### config.mk
export PLATFORM = sky130hd
export DESIGN_NAME = fifo_scoreboard_mc
export DESIGN_NICKNAME = d
export VERILOG_FILES = /design/src/rtl/fifo_chk_pkg.sv /design/src/rtl/fifo_chk_lane.sv /design/src/rtl/fifo_scoreboard_mc.sv
export SDC_FILE = /design/constraint.sdc
export NUM_CORES = 1
export LEC_CHECK = 0
export ABC_AREA = 1
export CAP_MARGIN = 20
export CORE_AREA = 2 2 168 170
export DETAILED_ROUTE_END_ITERATION = 12
export DIE_AREA = 0 0 170 172
export HOLD_SLACK_MARGIN = 0.02
export PLACE_DENSITY_LB_ADDON = 0.1
export SLEW_MARGIN = 40
export SYNTH_ARGS = -nofsm -noshare
export SYNTH_HDL_FRONTEND = slang
export SYNTH_SLANG_ARGS = --single-unit
export TNS_END_PERCENT = 5
### constraint.sdc
create_clock -name clk -period 6.5 [get_ports clk]
set_input_delay 0.65 -clock clk [delete_from_list [all_inputs] [get_ports clk]]
set_output_delay 0.65 -clock clk [all_outputs]
set_load 0.05 [all_outputs]
### src/rtl/fifo_chk_pkg.sv
// ============================================================================
// Module   : fifo_chk_pkg
// Purpose  : Shared error codes, defaults and width helpers for the
//            multi-channel FIFO checker.
// Revision : 1.0 - initial release
// ============================================================================
`default_nettype none

package fifo_chk_pkg;

    localparam int FIFO_DEPTH      = 4;
    localparam int FIFO_DATA_WIDTH = 8;
    localparam int N_ERR           = 5;

    typedef enum logic [2:0] {
        ERR_PUSH_FULL  = 3'd0,
        ERR_POP_EMPTY  = 3'd1,
        ERR_FLAG_MUTEX = 3'd2,
        ERR_FLAG_MODEL = 3'd3,
        ERR_DATA       = 3'd4
    } err_code_e;

    function automatic int chan_w(input int n);
        return $clog2(n) + 1;
    endfunction

    function automatic int cnt_w(input int d);
        return $clog2(d + 1);
    endfunction

endpackage

`default_nettype wire

### src/rtl/fifo_chk_lane.sv
// ============================================================================
// Module   : fifo_chk_lane
// Purpose  : Shadow model and per-cycle checks for one snooped FIFO channel.
// Revision : 1.0 - initial release
// ============================================================================
`default_nettype none

module fifo_chk_lane
    import fifo_chk_pkg::*;
#(
    parameter int DEPTH      = FIFO_DEPTH,
    parameter int DATA_WIDTH = FIFO_DATA_WIDTH,
    parameter int RD_LATENCY = 1
) (
    input  logic                     clk,
    input  logic                     rst_n,
    input  logic                     wr_en,
    input  logic                     rd_en,
    input  logic                     full,
    input  logic                     empty,
    input  logic [DATA_WIDTH-1:0]    wr_data,
    input  logic [DATA_WIDTH-1:0]    rd_data,
    input  logic                     clr,
    output logic [N_ERR-1:0]         err,
    output logic [cnt_w(DEPTH)-1:0]  hwm
);

    localparam int                 c_CNT_W    = cnt_w(DEPTH);
    localparam int                 c_PTR_W    = $clog2(DEPTH);
    localparam logic [c_CNT_W-1:0] c_FULL_CNT = c_CNT_W'(DEPTH);
    localparam logic [c_PTR_W-1:0] c_LAST_PTR = c_PTR_W'(DEPTH - 1);

    logic [DATA_WIDTH-1:0] r_mem_q [DEPTH];
    logic [DATA_WIDTH-1:0] w_mem_d [DEPTH];
    logic [c_PTR_W-1:0]    r_wr_ptr_q, w_wr_ptr_d;
    logic [c_PTR_W-1:0]    r_rd_ptr_q, w_rd_ptr_d;
    logic [c_CNT_W-1:0]    r_cnt_q, w_cnt_d;
    logic [c_CNT_W-1:0]    r_hwm_q, w_hwm_d;
    logic [DATA_WIDTH-1:0] w_head;
    logic                  w_push_ok;
    logic                  w_pop_ok;
    logic                  w_data_err;

    // Count guards keep the shadow consistent even when the DUT flags lie.
    assign w_push_ok = wr_en & ~full & (r_cnt_q < c_FULL_CNT);
    assign w_pop_ok  = rd_en & ~empty & (r_cnt_q != '0);
    assign w_head    = r_mem_q[r_rd_ptr_q];
    assign hwm       = r_hwm_q;

    always_comb begin
        w_mem_d    = r_mem_q;
        w_wr_ptr_d = r_wr_ptr_q;
        w_rd_ptr_d = r_rd_ptr_q;
        w_cnt_d    = r_cnt_q;
        if (w_push_ok) begin
            w_mem_d[r_wr_ptr_q] = wr_data;
            w_wr_ptr_d = (r_wr_ptr_q == c_LAST_PTR) ? '0 : r_wr_ptr_q + 1'b1;
        end
        if (w_pop_ok) begin
            w_rd_ptr_d = (r_rd_ptr_q == c_LAST_PTR) ? '0 : r_rd_ptr_q + 1'b1;
        end
        case ({w_push_ok, w_pop_ok})
            2'b10:   w_cnt_d = r_cnt_q + 1'b1;
            2'b01:   w_cnt_d = r_cnt_q - 1'b1;
            default: w_cnt_d = r_cnt_q;
        endcase
        if (clr) begin
            w_hwm_d = '0;
        end else begin
            w_hwm_d = (r_cnt_q > r_hwm_q) ? r_cnt_q : r_hwm_q;
        end
    end

    always_comb begin
        err                 = '0;
        err[ERR_PUSH_FULL]  = wr_en & full;
        err[ERR_POP_EMPTY]  = rd_en & empty;
        err[ERR_FLAG_MUTEX] = full & empty;
        err[ERR_FLAG_MODEL] = (empty != (r_cnt_q == '0)) | (full != (r_cnt_q == c_FULL_CNT));
        err[ERR_DATA]       = w_data_err;
    end

    generate
        if (RD_LATENCY == 0) begin : g_lat0
            assign w_data_err = w_pop_ok & (rd_data != w_head);
        end else begin : g_lat1
            // Head is captured at the pop and checked when rd_data arrives.
            logic                  r_pend_q, w_pend_d;
            logic [DATA_WIDTH-1:0] r_exp_q, w_exp_d;

            always_comb begin
                w_pend_d = w_pop_ok;
                w_exp_d  = w_pop_ok ? w_head : r_exp_q;
            end

            always_ff @(posedge clk) begin
                if (!rst_n) begin
                    r_pend_q <= 1'b0;
                    r_exp_q  <= '0;
                end else begin
                    r_pend_q <= w_pend_d;
                    r_exp_q  <= w_exp_d;
                end
            end

            assign w_data_err = r_pend_q & (rd_data != r_exp_q);
        end
    endgenerate

    always_ff @(posedge clk) begin
        if (!rst_n) begin
            r_wr_ptr_q <= '0;
            r_rd_ptr_q <= '0;
            r_cnt_q    <= '0;
            r_hwm_q    <= '0;
        end else begin
            r_wr_ptr_q <= w_wr_ptr_d;
            r_rd_ptr_q <= w_rd_ptr_d;
            r_cnt_q    <= w_cnt_d;
            r_hwm_q    <= w_hwm_d;
        end
    end

    // Storage is only read behind a non-zero count, so it needs no reset.
    always_ff @(posedge clk) begin
        r_mem_q <= w_mem_d;
    end

endmodule

`default_nettype wire

### src/rtl/fifo_scoreboard_mc.sv
// ============================================================================
// Module   : fifo_scoreboard_mc
// Purpose  : Multi-channel black-box FIFO checker with registered error
//            reporting, sticky flags, saturating counter and high-watermarks.
// Revision : 1.0 - initial release
// ============================================================================
`default_nettype none

module fifo_scoreboard_mc
    import fifo_chk_pkg::*;
#(
    parameter int NUM_CH     = 2,
    parameter int DEPTH      = FIFO_DEPTH,
    parameter int DATA_WIDTH = FIFO_DATA_WIDTH,
    parameter int RD_LATENCY = 1,
    parameter int ERR_CNT_W  = 16
) (
    input  logic                              clk,
    input  logic                              rst_n,
    input  logic [NUM_CH-1:0]                 wr_en,
    input  logic [NUM_CH-1:0]                 rd_en,
    input  logic [NUM_CH-1:0]                 full,
    input  logic [NUM_CH-1:0]                 empty,
    input  logic [NUM_CH*DATA_WIDTH-1:0]      wr_data,
    input  logic [NUM_CH*DATA_WIDTH-1:0]      rd_data,
    input  logic                              clr,
    output logic                              err_valid,
    output logic [2:0]                        err_code,
    output logic [chan_w(NUM_CH)-1:0]         err_chan,
    output logic [N_ERR-1:0]                  err_flags,
    output logic [ERR_CNT_W-1:0]              err_count,
    output logic [2:0]                        first_err_code,
    output logic [chan_w(NUM_CH)-1:0]         first_err_chan,
    output logic [NUM_CH*cnt_w(DEPTH)-1:0]    hwm
);

    localparam int c_CH_W  = chan_w(NUM_CH);
    localparam int c_CNT_W = cnt_w(DEPTH);

    logic [N_ERR-1:0]     w_lane_err [NUM_CH];
    logic                 w_any;
    logic [2:0]           w_code;
    logic [c_CH_W-1:0]    w_chan;
    logic [N_ERR-1:0]     w_code_or;
    logic [ERR_CNT_W:0]   w_pop;
    logic [ERR_CNT_W:0]   w_sum;

    logic                 r_err_valid_q, w_err_valid_d;
    logic [2:0]           r_err_code_q, w_err_code_d;
    logic [c_CH_W-1:0]    r_err_chan_q, w_err_chan_d;
    logic [N_ERR-1:0]     r_err_flags_q, w_err_flags_d;
    logic [ERR_CNT_W-1:0] r_err_count_q, w_err_count_d;
    logic [2:0]           r_first_code_q, w_first_code_d;
    logic [c_CH_W-1:0]    r_first_chan_q, w_first_chan_d;

    generate
        for (genvar g = 0; g < NUM_CH; g++) begin : g_lane
            fifo_chk_lane #(
                .DEPTH      (DEPTH),
                .DATA_WIDTH (DATA_WIDTH),
                .RD_LATENCY (RD_LATENCY)
            ) u_lane (
                .clk     (clk),
                .rst_n   (rst_n),
                .wr_en   (wr_en[g]),
                .rd_en   (rd_en[g]),
                .full    (full[g]),
                .empty   (empty[g]),
                .wr_data (wr_data[g*DATA_WIDTH +: DATA_WIDTH]),
                .rd_data (rd_data[g*DATA_WIDTH +: DATA_WIDTH]),
                .clr     (clr),
                .err     (w_lane_err[g]),
                .hwm     (hwm[g*c_CNT_W +: c_CNT_W])
            );
        end
    endgenerate

    // Scan code-major so the lowest code wins, then the lowest channel.
    always_comb begin
        w_any     = 1'b0;
        w_code    = '0;
        w_chan    = '0;
        w_code_or = '0;
        w_pop     = '0;
        for (int k = 0; k < N_ERR; k++) begin
            for (int c = 0; c < NUM_CH; c++) begin
                if (w_lane_err[c][k]) begin
                    if (!w_any) begin
                        w_code = 3'(k);
                        w_chan = c_CH_W'(c);
                    end
                    w_any        = 1'b1;
                    w_code_or[k] = 1'b1;
                    w_pop        = w_pop + 1'b1;
                end
            end
        end
    end

    always_comb begin
        w_sum          = {1'b0, r_err_count_q} + w_pop;
        w_err_valid_d  = w_any;
        w_err_code_d   = w_code;
        w_err_chan_d   = w_chan;
        w_err_flags_d  = r_err_flags_q | w_code_or;
        w_err_count_d  = w_sum[ERR_CNT_W] ? '1 : w_sum[ERR_CNT_W-1:0];
        w_first_code_d = r_first_code_q;
        w_first_chan_d = r_first_chan_q;
        // Empty sticky flags mean nothing has been recorded since reset/clr.
        if (w_any && (r_err_flags_q == '0)) begin
            w_first_code_d = w_code;
            w_first_chan_d = w_chan;
        end
        if (clr) begin
            w_err_flags_d  = '0;
            w_err_count_d  = '0;
            w_first_code_d = '0;
            w_first_chan_d = '0;
        end
    end

    always_ff @(posedge clk) begin
        if (!rst_n) begin
            r_err_valid_q  <= 1'b0;
            r_err_code_q   <= '0;
            r_err_chan_q   <= '0;
            r_err_flags_q  <= '0;
            r_err_count_q  <= '0;
            r_first_code_q <= '0;
            r_first_chan_q <= '0;
        end else begin
            r_err_valid_q  <= w_err_valid_d;
            r_err_code_q   <= w_err_code_d;
            r_err_chan_q   <= w_err_chan_d;
            r_err_flags_q  <= w_err_flags_d;
            r_err_count_q  <= w_err_count_d;
            r_first_code_q <= w_first_code_d;
            r_first_chan_q <= w_first_chan_d;
        end
    end

    assign err_valid      = r_err_valid_q;
    assign err_code       = r_err_code_q;
    assign err_chan       = r_err_chan_q;
    assign err_flags      = r_err_flags_q;
    assign err_count      = r_err_count_q;
    assign first_err_code = r_first_code_q;
    assign first_err_chan = r_first_chan_q;

endmodule

`default_nettype wire

* Word level (Yosys, flattened, before mapping)
Cells that the tools add are included.
** Cells by class
- Add/sub/neg operators :: 18
- $lt $le $gt $ge :: 10
- Eq/ne operators :: 16
- Multiplexer cells :: 81
- Bitwise operators :: 28
- Reduce and logical (&&, ||, !) cells :: 11
** Operator list (count)
- 17-bit by 1-bit adder with 17-bit output (second input constant) :: 9
- 17-bit two-way mux :: 9
- 32-bit bitwise mux :: 2
- 8-bit two-way mux :: 6
- 3-bit two-way mux :: 14
- 2-bit two-way mux :: 20
- 8-bit binary-select mux with 2-bit select :: 2
- 8-bit demux with 2-bit select :: 2
- 1-bit two-way mux :: 23
- 16-bit by 17-bit adder with 17-bit output :: 1
- 1-bit bitwise AND :: 16
- 16-bit two-way mux :: 1
- 8-bit != test :: 2
- 2-bit == test (second input constant) :: 6
- 3-bit greater-or-equal comparator (second input constant) :: 4
- 2-bit inverter with 3-bit output :: 4
- 3-bit case mux with 2 select lines :: 2
- 2-bit by 1-bit adder with 2-bit output (second input constant) :: 4
- 3-bit by 1-bit adder with 3-bit output (second input constant) :: 2
- 3-bit == test (second input constant) :: 2
- 3-bit > comparator :: 2
- 3-bit logical NOT :: 2
- 3-bit by 1-bit < comparator with 1-bit output (second input constant) :: 2
- 3-bit < comparator (second input constant) :: 2
- other kinds (11) :: 25
** Storage, ports and cells
- Register bits :: 134
- Bits of input ports :: 43

* Logic depth before layout (Yosys ltp)
- Depth after elaboration :: 22
- Mapped depth :: 48

* Hierarchy
Synthesis repeated with hierarchy kept, for this count alone.
** Second synthesis, totals
- Cell total of the unflattened synthesis :: 955
- Area, all modules :: 7333.3 µm²
** By module, submodules not included
- fifo_chk_lane :: instances 2, cells each 287, area an instance 2438.6 µm², sequential area each 1341.3 µm²
- fifo_scoreboard_mc :: instances 1, cells each 381, area an instance 2456.1 µm², sequential area each 600.6 µm²

* Worst setup path after synthesis
OpenSTA, ideal clock, no wires.
- Kind :: input-to-reg
- From :: input port wr_en[0]
- To :: register r_err_count_q[15] (netlist: err_count[15])
- Library setup time :: 128 ps
- Arrival :: 6257 ps
- Setup slack :: 115 ps
- Stages :: 45
- Buffers on the path :: 0
- Cell sequence :: nand2_1 -> inv_1 -> ha_1 -> inv_1 -> nand2_2 -> nand2_1 -> nand2_2 -> nand2_2 -> inv_1 -> ha_1 -> nand2_1 -> nand2_1 -> ha_1 -> nand2_1 -> nand2_1 -> ha_1 -> or2_1 -> nand2_1 -> [9 not listed] -> nor2_1 -> nand3_1 -> nor2_1 -> nor2_2 -> ha_1 -> a21oi_1 -> o21a_1 -> nand2_1 -> a21oi_1 -> o21bai_1 -> nand2_1 -> a21boi_0 -> nor2b_1 -> nand3_1 -> nand2_1 -> nand2_1 -> nor2_1 -> nor2_1
** Between the ends
- Word-level cells in the longest chain between the ends :: 22
** RTL lines
- start: declaration :: RTL line fifo_scoreboard_mc.sv:20 : input logic [NUM_CH-1:0] wr_en,
- 1-bit bitwise AND (*) :: RTL line fifo_chk_lane.sv:76 : err[ERR_PUSH_FULL] = wr_en & full;
- 1-bit two-way mux (*) :: RTL line fifo_scoreboard_mc.sv:87 : if (w_lane_err[c][k]) begin
- 17-bit by 1-bit adder with 17-bit output :: RTL line fifo_scoreboard_mc.sv:94 : w_pop = w_pop + 1'b1;
- 17-bit two-way mux (*) :: RTL line fifo_scoreboard_mc.sv:87
- 17-bit by 1-bit adder with 17-bit output :: RTL line fifo_scoreboard_mc.sv:94
- 17-bit two-way mux (*) :: RTL line fifo_scoreboard_mc.sv:87
- 17-bit by 1-bit adder with 17-bit output :: RTL line fifo_scoreboard_mc.sv:94
- 17-bit two-way mux (*) :: RTL line fifo_scoreboard_mc.sv:87
- [6 not listed]
- 17-bit by 1-bit adder with 17-bit output :: RTL line fifo_scoreboard_mc.sv:94
- 17-bit two-way mux (*) :: RTL line fifo_scoreboard_mc.sv:87
- 17-bit by 1-bit adder with 17-bit output :: RTL line fifo_scoreboard_mc.sv:94
- 17-bit two-way mux (*) :: RTL line fifo_scoreboard_mc.sv:87
- 17-bit by 1-bit adder with 17-bit output :: RTL line fifo_scoreboard_mc.sv:94
- 17-bit two-way mux (*) :: RTL line fifo_scoreboard_mc.sv:87
- 16-bit by 17-bit adder with 17-bit output (*) :: RTL line fifo_scoreboard_mc.sv:101 : w_sum = {1'b0, r_err_count_q} + w_pop;
- 16-bit two-way mux (*) :: RTL line fifo_scoreboard_mc.sv:106 : w_err_count_d = w_sum[ERR_CNT_W] ? '1 : w_sum[ERR_CNT_W-1:0];
- end signal: assignment :: RTL line fifo_scoreboard_mc.sv:136 : r_err_count_q <= w_err_count_d;
- end: declaration :: RTL line fifo_scoreboard_mc.sv:52 : logic [ERR_CNT_W-1:0] r_err_count_q, w_err_count_d;
Every way passes the cells marked *; elsewhere a longest branch is shown, timed or not.
A chain may end at the register's enable or synchronous reset.

* Worst setup path in the final report
- From :: input port wr_en[0]
- To :: register r_err_count_q[11] (netlist: err_count[11])
The elaborated chain is that of the path after synthesis.

==> summary.md <==
| Metric | Value |
|---|---|
| Dpl cells | `around 1300` |
| Least-Margin Pin Slew | `about 650 ps` |
| Combinational share of power | `between 20% and 30%` |
| Sequential share of the synthesized area | `about half` |
| First-pass GRT wire length | `between 20000 and 30000 um` |
| Synth Warn # | `0` |
| Rel. slew slack | `between 50% and 60%` |
| Antenna violations before repair | `0` |
| Synth cell types | `47` |
| Fin Clk Skew | `between 10 and 15 ps` |
| Hold-fix buffers, CTS | `0` |
| Setup-failing EPs final | `0` |
| CP Depth | `44` |
| Worst path buffer plus inverter count | `9` |
| Number of global-route vias before repair | `roughly 5400` |
| GPL Wtd Cong | `~0.74` |
| Setup crit end kind | `flip-flop` |
| Io pins | `81` |
| Setup CP Type | `in -> reg` |
| Top cells by count, synth | `nor2_1, nand2_1, inv_1` |
| Net switching power | `around 0.85 mW` |
| Placement Cell Area | `8410 um^2` |
| Clock share of power | `38.5%` |
| Num CTS Buffers | `17` |
| Outcome | `finished, final reports clean` |
| Min Tclk post-route | `about 6000 ps` |
| Input/output buffers | `between 70 and 80` |
| DIE AREA | `~30000 um^2` |
| Most used flip-flop cell after synthesis | `dfxtp_1` |
| Power per cell area | `approximately 280 nW/um^2` |
| Slowest cell on the critical path | `ha_1` |
| Maximum vdd drop | `~130 uV` |
| Post-Layout Cell Count | `~1300` |
| Tcrit/Tclk final | `92.4%` |
| Clock tree root driver cell | `clkbuf_16` |
| CTS sink cnt | `~130` |
| Top-area cell type share of the netlist area | `28.3%` |
| Maximum clock rate | `~170 MHz` |
| Layout area overhead | `34.3%` |
| Pint | `around 1.7 mW` |
| Crit path max fanout | `4` |
| Rows | `between 60 and 70` |
| Drt first pass iters | `4` |
| Share of layout cells above drive strength 1 | `between 15 and 20%` |
| Post-synth EDFFs | `64` |
| Area of the mapped netlist | `around 6800 um^2` |
| Post-DP HPWL | `between 10000 and 15000 um` |
| Family with the most delay on the worst path | `adder cells` |
| Worst path arrival time | `6320 ps` |
| Most common cell in the synthesized netlist | `nor2_1` |
| Fillers | `~2900` |
| Max stage delay on crit path | `approximately 300 ps` |
| Layout Nets | `between 1000 and 1500` |
| Post-DRT Antenna Nets | `0` |
| Die Height | `between 150 and 200 um` |
| Fin area | `between 9000 and 10000 um^2` |
| Initial DRC Count | `about 190` |
| CTS tree | `done` |
| Core area | `27500 um^2` |
| Initial Utilization | `24.7%` |
| Power Total | `between 2 and 3 mW` |
| Post-synth top area cell | `edfxtp_1` |
| Req. time, crit path | `6820 ps` |
| Synth top area cells | `edfxtp_1, dfxtp_1, ha_1` |
| Fin Hold WS | `around 460 ps` |
| Ys async rst share | `0%` |
| Wire per inst | `~14 um` |
| Via count | `about 5500` |
| Mean Syn Cell Area | `8.61 um^2` |
| Vias per Instance | `around 4.2` |
| Static leakage | `a little under 4 nW` |
| H-tree levels | `4` |
| N_diodes | `0` |
| Top cell by count, worst path | `nand2_2` |
| CTS Buffer Depth | `2` |
| WHS Path Cells | `2` |
| Mapped Cells | `just under 800` |
| Setup TNS | `0 ps` |
| Global Route Usage Sum | `between 10 and 15%` |
| # DRC | `0` |
| Register bit total from synthesis | `about 130` |
| Area occupied by multi-input gates | `about 3200 um^2` |
| Register area | `~3300 um^2` |
| Final Max Tran Viols | `0` |
| Switching share of power | `33.0%` |
| Crit path launch type | `input pin` |
| Die width | `170 um` |
| Final hold viol count | `0` |
| RSZ-0062 raised after global routing | `false` |
| Largest net degree at the start of global routing | `28` |
| Gr ovfl total | `0` |
| Max-cap violations | `0` |
| R2R depth | `33` |
| CTS clock-pin slew for the worst setup and hold paths | `around 70 ps` |
| Post-Route WL | `about 18000 um` |
| Hold Path Class | `reg -> reg` |
| Sequential share of power | `37.2%` |
| Clock latency on the worst-skew pair | `approximately 420 ps` |
## worst paths after layout
| kind | startpoint | endpoint | slack [ps] |
|---|---|---|---|
| worst max-delay path | wr_en[0] | err_count[11]$_SDFF_PP0_ | 500 |
| worst min-delay path | first_err_code[2]$_SDFFE_PP0P_ | first_err_code[2]$_SDFFE_PP0P_ | 460 |
| worst max register to register | g_lane[0].u_lane.r_cnt_q[0]$_SDFFE_PN0P_ | err_count[11]$_SDFF_PP0_ | 1750 |
| worst min register to register | first_err_code[2]$_SDFFE_PP0P_ | first_err_code[2]$_SDFFE_PP0P_ | 460 |
## power by group through the flow
stage	clock [mW]	sequential, mW	combinational [mW]
after floorplan	0	1.04	0.315
after global placement	0	0.979	0.619
after detailed placement	0	0.979	0.615
after CTS	1.02	0.960	0.619
after global routing	1.05	0.965	0.708
final	0.993	0.958	0.625
## cells in the final DEF (no fill, tap or decap), types with 3 or more instances in the layout
cell type,instances
inv_6,5
dfxtp_1,67
nor2_1,110
xor2_1,22
conb_1,6
o31ai_1,3
ha_4,3
nand2_2,32
clkinv_8,3
nand2_1,84
ha_1,35
a211oi_1,3
dlymetal6s2s_1,3
a21oi_1,46
o21ai_0,84
buf_4,59
nand3_1,31
nor2_2,10
nand3_2,9
edfxtp_1,64
clkdlybuf4s50_1,72
clkbuf_2,3
xnor2_1,6
clkbuf_16,17
inv_8,4
inv_1,94
or2_2,3
o22ai_1,4
inv_2,5
a31oi_1,17
nor3_1,3
fa_1,3
## flip-flops by register name, indices dropped and copies added (netlist names), 3 cells and up
| name | count |
|---|---|
| g_lane.u_lane.r_cnt_q | 6 |
| first_err_code | 3 |
| err_flags | 5 |
| g_lane.u_lane.r_wr_ptr_q | 4 |
| g_lane.u_lane.hwm | 6 |
| g_lane.u_lane.r_rd_ptr_q | 4 |
| g_lane.u_lane.g_lat1.r_exp_q | 16 |
| g_lane.u_lane.r_mem_q | 64 |
| err_count | 16 |
| err_code | 3 |
## worst reg2reg max path: cells and delay by family, from the launching register on
kind	cells	cell delay (ps)
and+or+nand+nor	12	1190
adders and majority gates	4	1070
buffers and inverters	8	850
AOI/OAI and AO/OA	6	820
xor gates and xnor gates	3	420
DFF	1	300
## repair_timing
item,4_1_cts,5_1_grt
gates resized for setup,10,33
setup buffers,0,2
pin swaps,2,14
setup endpoints to repair,16,16
## layout make-up
| class | count | share of cell area (%) |
|---|---|---|
| inverter | 102 | 4.20 |
| clock inverter | 15 | 2.01 |
| multi-input combinational | 543 | 35.0 |
| sequential | 132 | 36.0 |
| clock buffer | 17 | 4.66 |
| timing repair buffer | 138 | 13.4 |
| tap | 346 | 4.74 |
## layer usage
metal  vias to the layer above  routed length [um]  global-route usage [%]
met1                      2464                8450                    15.9
met2                        72                8450                    22.0
li1                       2918                   -                       -
met3                         9                 489                    2.54
met5                         -                   0                       0
met4                         0                 175                    3.68
## kinds of logic after synthesis
| group | share of synthesized area, % |
|---|---|
| fa+ha+maj | 8.06 |
| buf+inv | 6.81 |
| xor+xnor | 3.61 |
| other cells | 0.0551 |
| compound gates | 13.5 |
| simple gates | 19.7 |
| flops | 48.3 |
## metrics by stage
| step | utilization, % | worst slack (ps) |
|---|---|---|
| detailed placement | 30.6 | -770 |
| global placement | 30.5 | -666 |
| global route | 33.2 | 18.0 |
| finish | 33.2 | 497 |
| CTS | 32.9 | -0.291 |
| floorplan | - | 115 |
Note: power is estimated with default switching activity, not from simulation.
